**config.mk**
```make
export PLATFORM = sky130hd
export DESIGN_NAME = dual_issue_dispatch_flat
export DESIGN_NICKNAME = d
export VERILOG_FILES = /design/src/rtl/dispatch_pkg.sv /design/src/rtl/dual_issue_dispatch_if.sv /design/src/rtl/dual_issue_dispatch_classifier.sv /design/src/rtl/dual_issue_dispatch.sv /design/src/flat_wrapper.sv
export SDC_FILE = /design/constraint.sdc
export NUM_CORES = 1
export LEC_CHECK = 0
export ABC_CLOCK_PERIOD_IN_PS = 3800
export BUFFER_PORTS_ARGS = -buffer_cell sky130_fd_sc_hd__buf_2
export CAP_MARGIN = 10
export CORE_ASPECT_RATIO = 1.75
export CORE_MARGIN = 2
export CORE_UTILIZATION = 45
export CTS_CLUSTER_DIAMETER = 200
export CTS_CLUSTER_SIZE = 40
export DETAILED_ROUTE_END_ITERATION = 8
export PLACE_DENSITY = 0.74
export SYNTH_ARGS = -nofsm -noshare
export SYNTH_HDL_FRONTEND = slang
export SYNTH_HIERARCHICAL = 1
export SYNTH_SLANG_ARGS = --single-unit
```
**constraint.sdc**
```tcl
create_clock -name clk -period 3.8 [get_ports clk]
set_input_delay 0.76 -clock clk [delete_from_list [all_inputs] [get_ports clk]]
set_output_delay 0.76 -clock clk [all_outputs]
set_load 0.02 [all_outputs]
```
**src/rtl/dispatch_pkg.sv**
```systemverilog
// Shared definitions for the dual-issue dispatch stage.
// Contents: opcode constants used for classification, the NOP encoding,
// instruction class and dispatch FSM enums, the D-slot record, and a
// helper that builds an empty (bubble) slot.
package dispatch_pkg;

    localparam logic [6:0] OP_OP     = 7'b0110011;
    localparam logic [6:0] OP_IMM    = 7'b0010011;
    localparam logic [6:0] OP_LUI    = 7'b0110111;
    localparam logic [6:0] OP_AUIPC  = 7'b0010111;
    localparam logic [6:0] OP_STORE  = 7'b0100011;
    localparam logic [6:0] OP_BRANCH = 7'b1100011;

    localparam logic [31:0] NOP_INSTR = 32'h0000_0013;

    typedef enum logic {
        ALU    = 1'b0,
        COMMON = 1'b1
    } instr_class_t;

    typedef enum logic {
        PAIR = 1'b0,
        HOLD = 1'b1
    } dispatch_state_t;

    typedef struct packed {
        logic [31:0] instr;
        logic [31:0] pc;
        logic        valid;
    } d_slot_t;

    function automatic d_slot_t bubble_slot();
        d_slot_t s;
        s.instr = NOP_INSTR;
        s.pc    = 32'h0;
        s.valid = 1'b0;
        return s;
    endfunction

endpackage

```
**src/rtl/dual_issue_dispatch_if.sv**
```systemverilog
// Fetch-to-dispatch pair handshake.
// Handshake: a pair transfers on a rising clk edge where fetch_valid and
// fetch_ready are both 1. While fetch_valid=1 and fetch_ready=0, fetch must
// hold instr0_f/instr1_f/pc0_f stable. fetch_ready may depend
// combinationally on fetch_valid and the pair contents.
// Signals: fetch_valid, fetch_ready, instr0_f (older), instr1_f (younger),
// pc0_f (PC of instr0_f; younger is pc0_f+4).
// Modports: master = fetch side, slave = dispatch side.
interface dual_issue_dispatch_if;
    logic        fetch_valid;
    logic        fetch_ready;
    logic [31:0] instr0_f;
    logic [31:0] instr1_f;
    logic [31:0] pc0_f;

    modport master (
        output fetch_valid, instr0_f, instr1_f, pc0_f,
        input  fetch_ready
    );

    modport slave (
        input  fetch_valid, instr0_f, instr1_f, pc0_f,
        output fetch_ready
    );
endinterface

```
**src/rtl/dual_issue_dispatch_classifier.sv**
```systemverilog
// instr_classifier: combinational decode of one RV32 instruction.
// Ports: instr (in 32), cls (ALU/COMMON), rd/rs1/rs2 (raw register fields),
// writes_rd (1 unless the opcode is store or branch).
module instr_classifier
    import dispatch_pkg::*;
(
    input  logic [31:0]  instr,
    output instr_class_t cls,
    output logic [4:0]   rd,
    output logic [4:0]   rs1,
    output logic [4:0]   rs2,
    output logic         writes_rd
);
    logic [6:0] opcode;
    logic       unused_bits;

    assign opcode      = instr[6:0];
    assign rd          = instr[11:7];
    assign rs1         = instr[19:15];
    assign rs2         = instr[24:20];
    assign unused_bits = ^{instr[31:25], instr[14:12]};

    always_comb begin
        cls = COMMON;
        if (opcode == OP_OP || opcode == OP_IMM ||
            opcode == OP_LUI || opcode == OP_AUIPC) begin
            cls = ALU;
        end
    end

    assign writes_rd = (opcode != OP_STORE) && (opcode != OP_BRANCH);
endmodule

```
**src/rtl/dual_issue_dispatch.sv**
```systemverilog
// dual_issue_dispatch: D stage of the dual-issue RV32 core.
// Steers an in-order pair: memory/control (COMMON) to datapath-1, ALU-only to
// datapath-2, swapping when only the older is ALU and splitting over two
// cycles when both are COMMON. Owns the D registers of both datapaths.
// Ports: clk, rst (sync, active-high), fetch (pair handshake, slave),
// stall_d, flush_d, instr_d/pc_d/valid_d (DP1), instr_d_2/pc_d_2/valid_d_2
// (DP2), order_change_d (DP2 holds the older instr), rdd/rdd_2 (dest regs,
// 0 when slot empty), dbg_state (dispatch FSM state).
// Build option: PAIR_RAW_SPLIT_EN also splits pairs where the younger
// instruction reads the older one's destination register.
module dual_issue_dispatch
    import dispatch_pkg::*;
(
    input  logic                      clk,
    input  logic                      rst,
    dual_issue_dispatch_if.slave      fetch,
    input  logic                      stall_d,
    input  logic                      flush_d,
    output logic [31:0]               instr_d,
    output logic [31:0]               pc_d,
    output logic                      valid_d,
    output logic [31:0]               instr_d_2,
    output logic [31:0]               pc_d_2,
    output logic                      valid_d_2,
    output logic                      order_change_d,
    output logic [4:0]                rdd,
    output logic [4:0]                rdd_2,
    output dispatch_state_t           dbg_state
);
    instr_class_t    o_cls, y_cls;
    logic [4:0]      o_rd, o_rs1, o_rs2, y_rd, y_rs1, y_rs2;
    logic            o_writes, y_writes;
    logic            split_need;
    logic            unused_fields;

    d_slot_t         slot1_q, slot2_q, nxt1, nxt2, slot_o, slot_y;
    logic            oc_q, nxt_oc;
    dispatch_state_t state_q, nxt_state;

    instr_classifier u_cls_o (
        .instr(fetch.instr0_f), .cls(o_cls), .rd(o_rd),
        .rs1(o_rs1), .rs2(o_rs2), .writes_rd(o_writes)
    );

    instr_classifier u_cls_y (
        .instr(fetch.instr1_f), .cls(y_cls), .rd(y_rd),
        .rs1(y_rs1), .rs2(y_rs2), .writes_rd(y_writes)
    );

    assign unused_fields = ^{o_rd, o_rs1, o_rs2, o_writes, y_rd, y_rs1, y_rs2, y_writes};

`ifdef PAIR_RAW_SPLIT_EN
    logic raw_dep;
    assign raw_dep    = o_writes && (o_rd != 5'd0) && ((y_rs1 == o_rd) || (y_rs2 == o_rd));
    assign split_need = ((o_cls == COMMON) && (y_cls == COMMON)) || raw_dep;
`else
    assign split_need = (o_cls == COMMON) && (y_cls == COMMON);
`endif

    // In HOLD the younger instruction is read straight from fetch, which is
    // held stable because the pair was not yet accepted.
    assign fetch.fetch_ready = !rst && !flush_d && !stall_d && fetch.fetch_valid &&
                               ((state_q == HOLD) || !split_need);

    always_comb begin
        slot_o.instr = fetch.instr0_f;
        slot_o.pc    = fetch.pc0_f;
        slot_o.valid = 1'b1;
        slot_y.instr = fetch.instr1_f;
        slot_y.pc    = fetch.pc0_f + 32'd4;
        slot_y.valid = 1'b1;

        nxt1      = bubble_slot();
        nxt2      = bubble_slot();
        nxt_oc    = 1'b0;
        nxt_state = state_q;

        case (state_q)
            PAIR: begin
                if (fetch.fetch_valid) begin
                    if (split_need) begin
                        // Older goes alone into the slot its class belongs to.
                        nxt_state = HOLD;
                        if (o_cls == ALU) nxt2 = slot_o;
                        else              nxt1 = slot_o;
                    end else if (o_cls == ALU && y_cls == COMMON) begin
                        nxt1   = slot_y;
                        nxt2   = slot_o;
                        nxt_oc = 1'b1;
                    end else begin
                        nxt1 = slot_o;
                        nxt2 = slot_y;
                    end
                end
            end
            HOLD: begin
                if (fetch.fetch_valid) begin
                    nxt1      = slot_y;
                    nxt_state = PAIR;
                end
            end
            default: nxt_state = PAIR;
        endcase
    end

    always_ff @(posedge clk) begin
        if (rst || flush_d) begin
            slot1_q <= bubble_slot();
            slot2_q <= bubble_slot();
            oc_q    <= 1'b0;
            state_q <= PAIR;
        end else if (!stall_d) begin
            slot1_q <= nxt1;
            slot2_q <= nxt2;
            oc_q    <= nxt_oc;
            state_q <= nxt_state;
        end
    end

    assign instr_d        = slot1_q.instr;
    assign pc_d           = slot1_q.pc;
    assign valid_d        = slot1_q.valid;
    assign instr_d_2      = slot2_q.instr;
    assign pc_d_2         = slot2_q.pc;
    assign valid_d_2      = slot2_q.valid;
    assign order_change_d = oc_q;
    assign rdd            = slot1_q.valid ? slot1_q.instr[11:7] : 5'd0;
    assign rdd_2          = slot2_q.valid ? slot2_q.instr[11:7] : 5'd0;
    assign dbg_state      = state_q;
endmodule

```
**src/flat_wrapper.sv**
```systemverilog
// flat-port wrapper written by rule: the top's interface ports become plain ports
module dual_issue_dispatch_flat import dispatch_pkg::*;
  (clk, rst, stall_d, flush_d, instr_d, pc_d, valid_d, instr_d_2, pc_d_2, valid_d_2, order_change_d, rdd, rdd_2, dbg_state, fetch_fetch_valid, fetch_instr0_f, fetch_instr1_f, fetch_pc0_f, fetch_fetch_ready);
  dual_issue_dispatch_if fetch_i ();
  input  logic clk;
  input  logic rst;
  input  logic stall_d;
  input  logic flush_d;
  output logic [31:0] instr_d;
  output logic [31:0] pc_d;
  output logic valid_d;
  output logic [31:0] instr_d_2;
  output logic [31:0] pc_d_2;
  output logic valid_d_2;
  output logic order_change_d;
  output logic [4:0] rdd;
  output logic [4:0] rdd_2;
  output dispatch_state_t dbg_state;
  input wire logic [$bits(fetch_i.fetch_valid)-1:0] fetch_fetch_valid;
  input wire logic [$bits(fetch_i.instr0_f)-1:0] fetch_instr0_f;
  input wire logic [$bits(fetch_i.instr1_f)-1:0] fetch_instr1_f;
  input wire logic [$bits(fetch_i.pc0_f)-1:0] fetch_pc0_f;
  output wire logic [$bits(fetch_i.fetch_ready)-1:0] fetch_fetch_ready;
  assign fetch_i.fetch_valid = fetch_fetch_valid;
  assign fetch_i.instr0_f = fetch_instr0_f;
  assign fetch_i.instr1_f = fetch_instr1_f;
  assign fetch_i.pc0_f = fetch_pc0_f;
  assign fetch_fetch_ready = fetch_i.fetch_ready;
  dual_issue_dispatch u_core (.clk(clk), .rst(rst), .fetch(fetch_i), .stall_d(stall_d), .flush_d(flush_d), .instr_d(instr_d), .pc_d(pc_d), .valid_d(valid_d), .instr_d_2(instr_d_2), .pc_d_2(pc_d_2), .valid_d_2(valid_d_2), .order_change_d(order_change_d), .rdd(rdd), .rdd_2(rdd_2), .dbg_state(dbg_state));
endmodule
```
-- Yosys cells after proc, flatten, opt, wreduce, memory -nomap -nowiden
Cells that the tools add are included.
- reductions and logical operators: 18
- $add $sub $neg: 1
- bitwise logic cells: 1
- equality and inequality tests: 8
- muxes and demuxes: 23
- operators by type and width (operator ; number):
    two-way mux 65 bit ; 10
    one-hot mux 65 bit (2 select lines) ; 1
    adder 32 x 3 -> 32 bit, second input constant ; 1
    == test 7 x 5 -> 1 bit, second input constant ; 4
    == test 7 x 6 -> 1 bit, second input constant ; 4
    two-way mux 5 bit ; 2
    two-way mux 1 bit ; 9
    logical OR 1 bit ; 8
    logical AND 1 bit ; 6
    zero test 1 bit ; 4
    one-hot mux 1 bit (2 select lines) ; 1
    NOT 1 bit ; 1
- register bits: 132
- input port bits: 101

-- Longest topological paths before layout
- depth after elaboration: 10
- gate-level depth with buffers: 9

-- Cells and area by module
Netlist, hierarchy kept.
- by module, submodules not included (module ; cells an instance ; sequential area each (µm²) ; area an instance (µm²) ; times used):
    dual_issue_dispatch ; 735 ; 2642.5 ; 6328.6 ; 1
    instr_classifier ; 19 ; 0.0 ; 137.6 ; 2

-- Worst setup path after synthesis
Ideal clock, no wire load.
- kind: input to register
- start: input fetch_instr1_f[1]
- end: register u_core.slot1_q (netlist bit u_core/instr_d[29])
- path slack: 1.096 ns
- buffers on the path: 2
- setup time: 0.128 ns
- stages on the path: 8
- data arrival time: 2.576 ns
- cells stage by stage: and3b_1 -> nand3b_1 -> nor2b_1 -> clkbuf_1 -> clkbuf_1 -> mux2_2 -> a222oi_1 -> nor2_1
- word-level cells in the longest chain between the ends: 10
- RTL lines (element ; line ; source):
    from (decl) ; flat_wrapper.sv:21 ; input wire logic [$bits(fetch_i.instr1_f)-1:0] fetch_instr1_f;
    == test 7 x 6 -> 1 bit / == test 7 x 5 -> 1 bit (equally long branches) ; dual_issue_dispatch_classifier.sv:25 ; if (opcode == OP_OP || opcode == OP_IMM ||
    logical OR 1 bit (2 in series) ; dual_issue_dispatch_classifier.sv:25 ;
    logical OR 1 bit * ; dual_issue_dispatch_classifier.sv:26 ; opcode == OP_LUI || opcode == OP_AUIPC) begin
    two-way mux 1 bit * ; dual_issue_dispatch_classifier.sv:25 ;
    net u_core.y_cls ; dual_issue_dispatch.sv:30 ; instr_class_t o_cls, y_cls;
    logical AND 1 bit ; dual_issue_dispatch.sv:86 ; end else if (o_cls == ALU && y_cls == COMMON) begin
    two-way mux 65 bit ; dual_issue_dispatch.sv:86 ;
    two-way mux 65 bit * ; dual_issue_dispatch.sv:81 ; if (split_need) begin
    two-way mux 65 bit * ; dual_issue_dispatch.sv:80 ; if (fetch.fetch_valid) begin
    one-hot mux 65 bit (2 select lines) * ; dual_issue_dispatch.sv:78 ; case (state_q)
    to (signal assigned) ; dual_issue_dispatch.sv:108 ; slot1_q <= bubble_slot();
    to (signal assigned) ; dual_issue_dispatch.sv:113 ; slot1_q <= nxt1;
    to (decl) ; dual_issue_dispatch.sv:36 ; d_slot_t slot1_q, slot2_q, nxt1, nxt2, slot_o, slot_y;
The timed path passes the listed nets; every way through them passes the cells marked *.
A chain may end at the register's enable or synchronous reset.

-- Worst setup path after layout
- start: input fetch_instr1_f[3]
- end: register u_core.slot2_q (netlist bit u_core/pc_d_2[8])
- word-level cells in the longest chain between the ends: 10
- RTL lines (element ; line ; source):
    == test 7 x 6 -> 1 bit / == test 7 x 5 -> 1 bit (equally long branches) ; dual_issue_dispatch_classifier.sv:25 ;
    logical OR 1 bit (2 in series) ; dual_issue_dispatch_classifier.sv:25 ;
    logical OR 1 bit * ; dual_issue_dispatch_classifier.sv:26 ;
    two-way mux 1 bit * ; dual_issue_dispatch_classifier.sv:25 ;
    net u_core.y_cls ; dual_issue_dispatch.sv:30 ;
    logical AND 1 bit ; dual_issue_dispatch.sv:86 ;
    two-way mux 65 bit ; dual_issue_dispatch.sv:86 ;
    two-way mux 65 bit * ; dual_issue_dispatch.sv:81 ;
    two-way mux 65 bit * ; dual_issue_dispatch.sv:80 ;
    two-way mux 65 bit * ; dual_issue_dispatch.sv:78 ;
    to (signal assigned) ; dual_issue_dispatch.sv:109 ; slot2_q <= bubble_slot();
    to (signal assigned) ; dual_issue_dispatch.sv:114 ; slot2_q <= nxt2;
    to (decl) ; dual_issue_dispatch.sv:36 ;
Marked as above.

==> PnR_summary.wiki <==
{| class="wikitable"
! Metric !! Value
|-
| Outcome || complete, no violations
|-
| Number of antenna violations at the first check in global routing || 1
|-
| R2R Setup Slk || 1.54 ns
|-
| Fmax || 362 MHz
|-
| Sum of overflow across all layers after global routing || 0
|-
| Post-layout total power || about 3.5 mW
|-
| CTS tree || built
|-
| Per-cell routed wire length || between 15 and 20 um
|-
| RSZ-0062 raised after global routing || no
|-
| Type of the setup path with the least slack || in2reg
|-
| Clock slew at the register clock pins of the worst setup and hold paths || 0.06 ns
|-
| Total of endpoints with negative setup slack in the final report || 0
|-
| Via count normalized by instance count || between 5 and 6
|-
| Placed cells || approximately 1.1k
|-
| CTS HTree Levels || 4
|-
| Headroom to the max-slew limit || 55.0%
|-
| Fraction of layout instances using a drive strength above 1 || 34.9%
|-
| Core region area || 13800 um2
|-
| Final layout net count || 1045
|-
| Maximum clock path buffer count || 2
|-
| Data arrival time of the worst path || 3.09 ns
|-
| Startpoint of the lowest-slack register-to-register path || u_core/dbg_state$_SDFFE_PP0N_
|-
| Part of the cycle the worst path needs || 72.6%
|-
| Fill cell count || between 1k and 1.5k
|-
| Most common cell after layout, fill and taps aside || sky130_fd_sc_hd__buf_2
|-
| CTS sink cnt || 132
|-
| Placer congestion estimate || 0.886
|-
| Worst R2R End || u_core/pc_d_2[23]$_SDFFE_PP0N_
|-
| Area enclosed by the die boundary || 15100 um2
|-
| Syn_nets || 841
|-
| Placed Area || around 7600 um2
|-
| Initial standard-cell utilization of the core || 46.0%
|-
| Setup tns final || 0 ns
|-
| Final count of pins violating max slew || 0
|-
| Number of global-route vias before repair || 6386
|-
| IR Drop Worst-Case VDD || 288 uV
|-
| Cell count after synthesis || around 740
|-
| Shortest clock period the worst path allows after layout || 2.76 ns
|-
| Tightest Hold Check Type || reg2reg
|-
| Leak pwr || 3.55 nW
|-
| Slew at the pin closest to its max-slew limit || just under 0.7 ns
|-
| Global-route wire length before repair || 32.8 mm
|-
| Non-filler cells in the finished layout || 1134
|-
| Power per Cell Area || 419 nW/um2
|-
| Area growth syn-to-layout || 29.8%
|-
| Number of setup buffers added after CTS || 0
|-
| Number of antenna-violating nets in the routed design || 0
|-
| Worst-path maximum fanout || 32
|-
| End point of the most critical hold path || u_core/pc_d_2[23]$_SDFFE_PP0N_
|-
| Maximum number of pins on one net before global-route repair || 65
|-
| Starting DRT DRC Count || 573
|-
| Avg Cell Area, Syn || 8.61 um2
|-
| Max-capacitance violation count || 0
|-
| Hold path start || u_core/pc_d_2[23]$_SDFFE_PP0N_
|-
| Sort of element at the start of the critical path || primary input
|-
| Required time of the critical path || 4.13 ns
|-
| Count of buffers inserted at the top-level ports || 243
|-
| Count of unresolved DRC violations after routing || 0
|-
| Overall routed net length || 21.2 mm
|-
| Final count of hold timing violations || 0
|-
| Die extent in x || between 90 and 100 um
|-
| 1st-pass router iterations || 6
|-
| Clk_lat worst skew || 0.42 ns
|-
| Worst clock skew || 0.00852 ns
|-
| IO Pins || 244
|-
| Detailed placer's ending HPWL || 14.9 mm
|-
| Cell depth of the worst flop-to-flop path || 5
|-
| WHS Path Cells || 2
|-
| Total routing resource utilization after global routing || a little over a quarter
|-
| CTS root buffer || sky130_fd_sc_hd__clkbuf_16
|-
| Capturing element type of the critical path || register
|-
| Number of buffers created by CTS || 17
|-
| Netlist Area Pre-Place || 6360 um2
|-
| Cts repair resizes || 0
|-
| DIE HEIGHT || 161 um
|-
| Placement row count || 57
|-
| Vias after detailed routing || approximately 6.7k
|-
| Number of warnings reported in the yosys synthesis log || 6
|-
| Most frequent cells in the layout || 242 x sky130_fd_sc_hd__buf_2, 132 x sky130_fd_sc_hd__dfxtp_1, 98 x sky130_fd_sc_hd__nor2_1
|-
| Worst hold slack || 0.442 ns
|-
| Post-route standard cell area excluding fillers || ~8300 um2
|-
| CTS hold repair buffers || 0
|}
==> metal layers <==
layer | part of all wire (%) | vias up | track usage (%) | wire, um
met2 | 53 | 324 | 48.3 | 11200
met3 | 6.5 | 55 | 5.60 | 1370
met5 | 0 | - | 0 | 0
met4 | 3.8 | 0 | 13.6 | 814
li1 | - | 3168 | - | -
met1 | 37 | 3187 | 30.3 | 7820
==> area by class of cell <==
| type | count | area [um2] | share of cell area, % |
|---|---|---|---|
| Antenna cell | 1 | 2.50 | 0.0303 |
| Sequential cell | 132 | 2640 | 32.0 |
| Clock inverter | 12 | 180 | 2.18 |
| Inverter | 5 | 18.8 | 0.227 |
| Tap cell | 177 | 221 | 2.68 |
| Multi-Input combinational cell | 525 | 3380 | 41.0 |
| Timing Repair Buffer | 262 | 1360 | 16.5 |
| Clock buffer | 20 | 447 | 5.41 |
==> power breakdown <==
group          total, mW  switching (mW)  leakage, nW  internal, mW
logic              0.311           0.195         2.18         0.116
clock network       1.74           0.622        0.300          1.12
registers           1.41          0.0113         1.07          1.40
total               3.46           0.828         3.55          2.63
==> flip-flops by register name, indices dropped and copies added (netlist names) <==
signal	cells
u_core/instr_d	32
u_core/instr_d_2	32
u_core/pc_d	32
u_core/valid_d_2	1
u_core/valid_d	1
u_core/pc_d_2	32
u_core/order_change_d	1
u_core/dbg_state	1
==> worst max path at each step <==
stage	startpoint	end	slack, ns	cells after the start
2_1_floorplan	fetch_instr1_f[1]	u_core/instr_d[29]$_SDFFE_PP0N_	1.11	8
3_3_place_gp	fetch_instr1_f[3]	u_core/pc_d_2[23]$_SDFFE_PP0N_	0.77	8
4_1_cts	fetch_instr1_f[3]	u_core/pc_d_2[8]$_SDFFE_PP0N_	1.11	8
3_5_place_dp	fetch_instr1_f[3]	u_core/instr_d[17]$_SDFFE_PP0N_	0.72	8
5_1_grt	fetch_instr1_f[3]	u_core/pc_d_2[8]$_SDFFE_PP0N_	0.93	8
6_report	fetch_instr1_f[3]	u_core/pc_d_2[8]$_SDFFE_PP0N_	1.04	8
==> metrics by stage <==
step / util, % / setup WS, ns
floorplan: - / 1.11
global placement: 55.1 / 0.770
detailed placement: 55.1 / 0.717
CTS: 59.7 / 1.11
global route: 59.7 / 0.929
finish: 59.7 / 1.04
==> critical path, stage by stage <==
cell and delay [ns]:
sky130_fd_sc_hd__buf_2 0.11, sky130_fd_sc_hd__and3b_1 0.18, sky130_fd_sc_hd__nand3b_1 0.21, sky130_fd_sc_hd__nor2b_4 0.57, sky130_fd_sc_hd__and2_2 0.40, sky130_fd_sc_hd__buf_4 0.42
sky130_fd_sc_hd__o21ai_0 0.21, sky130_fd_sc_hd__a31oi_1 0.21
Note: power is estimated with default switching activity, not from simulation.
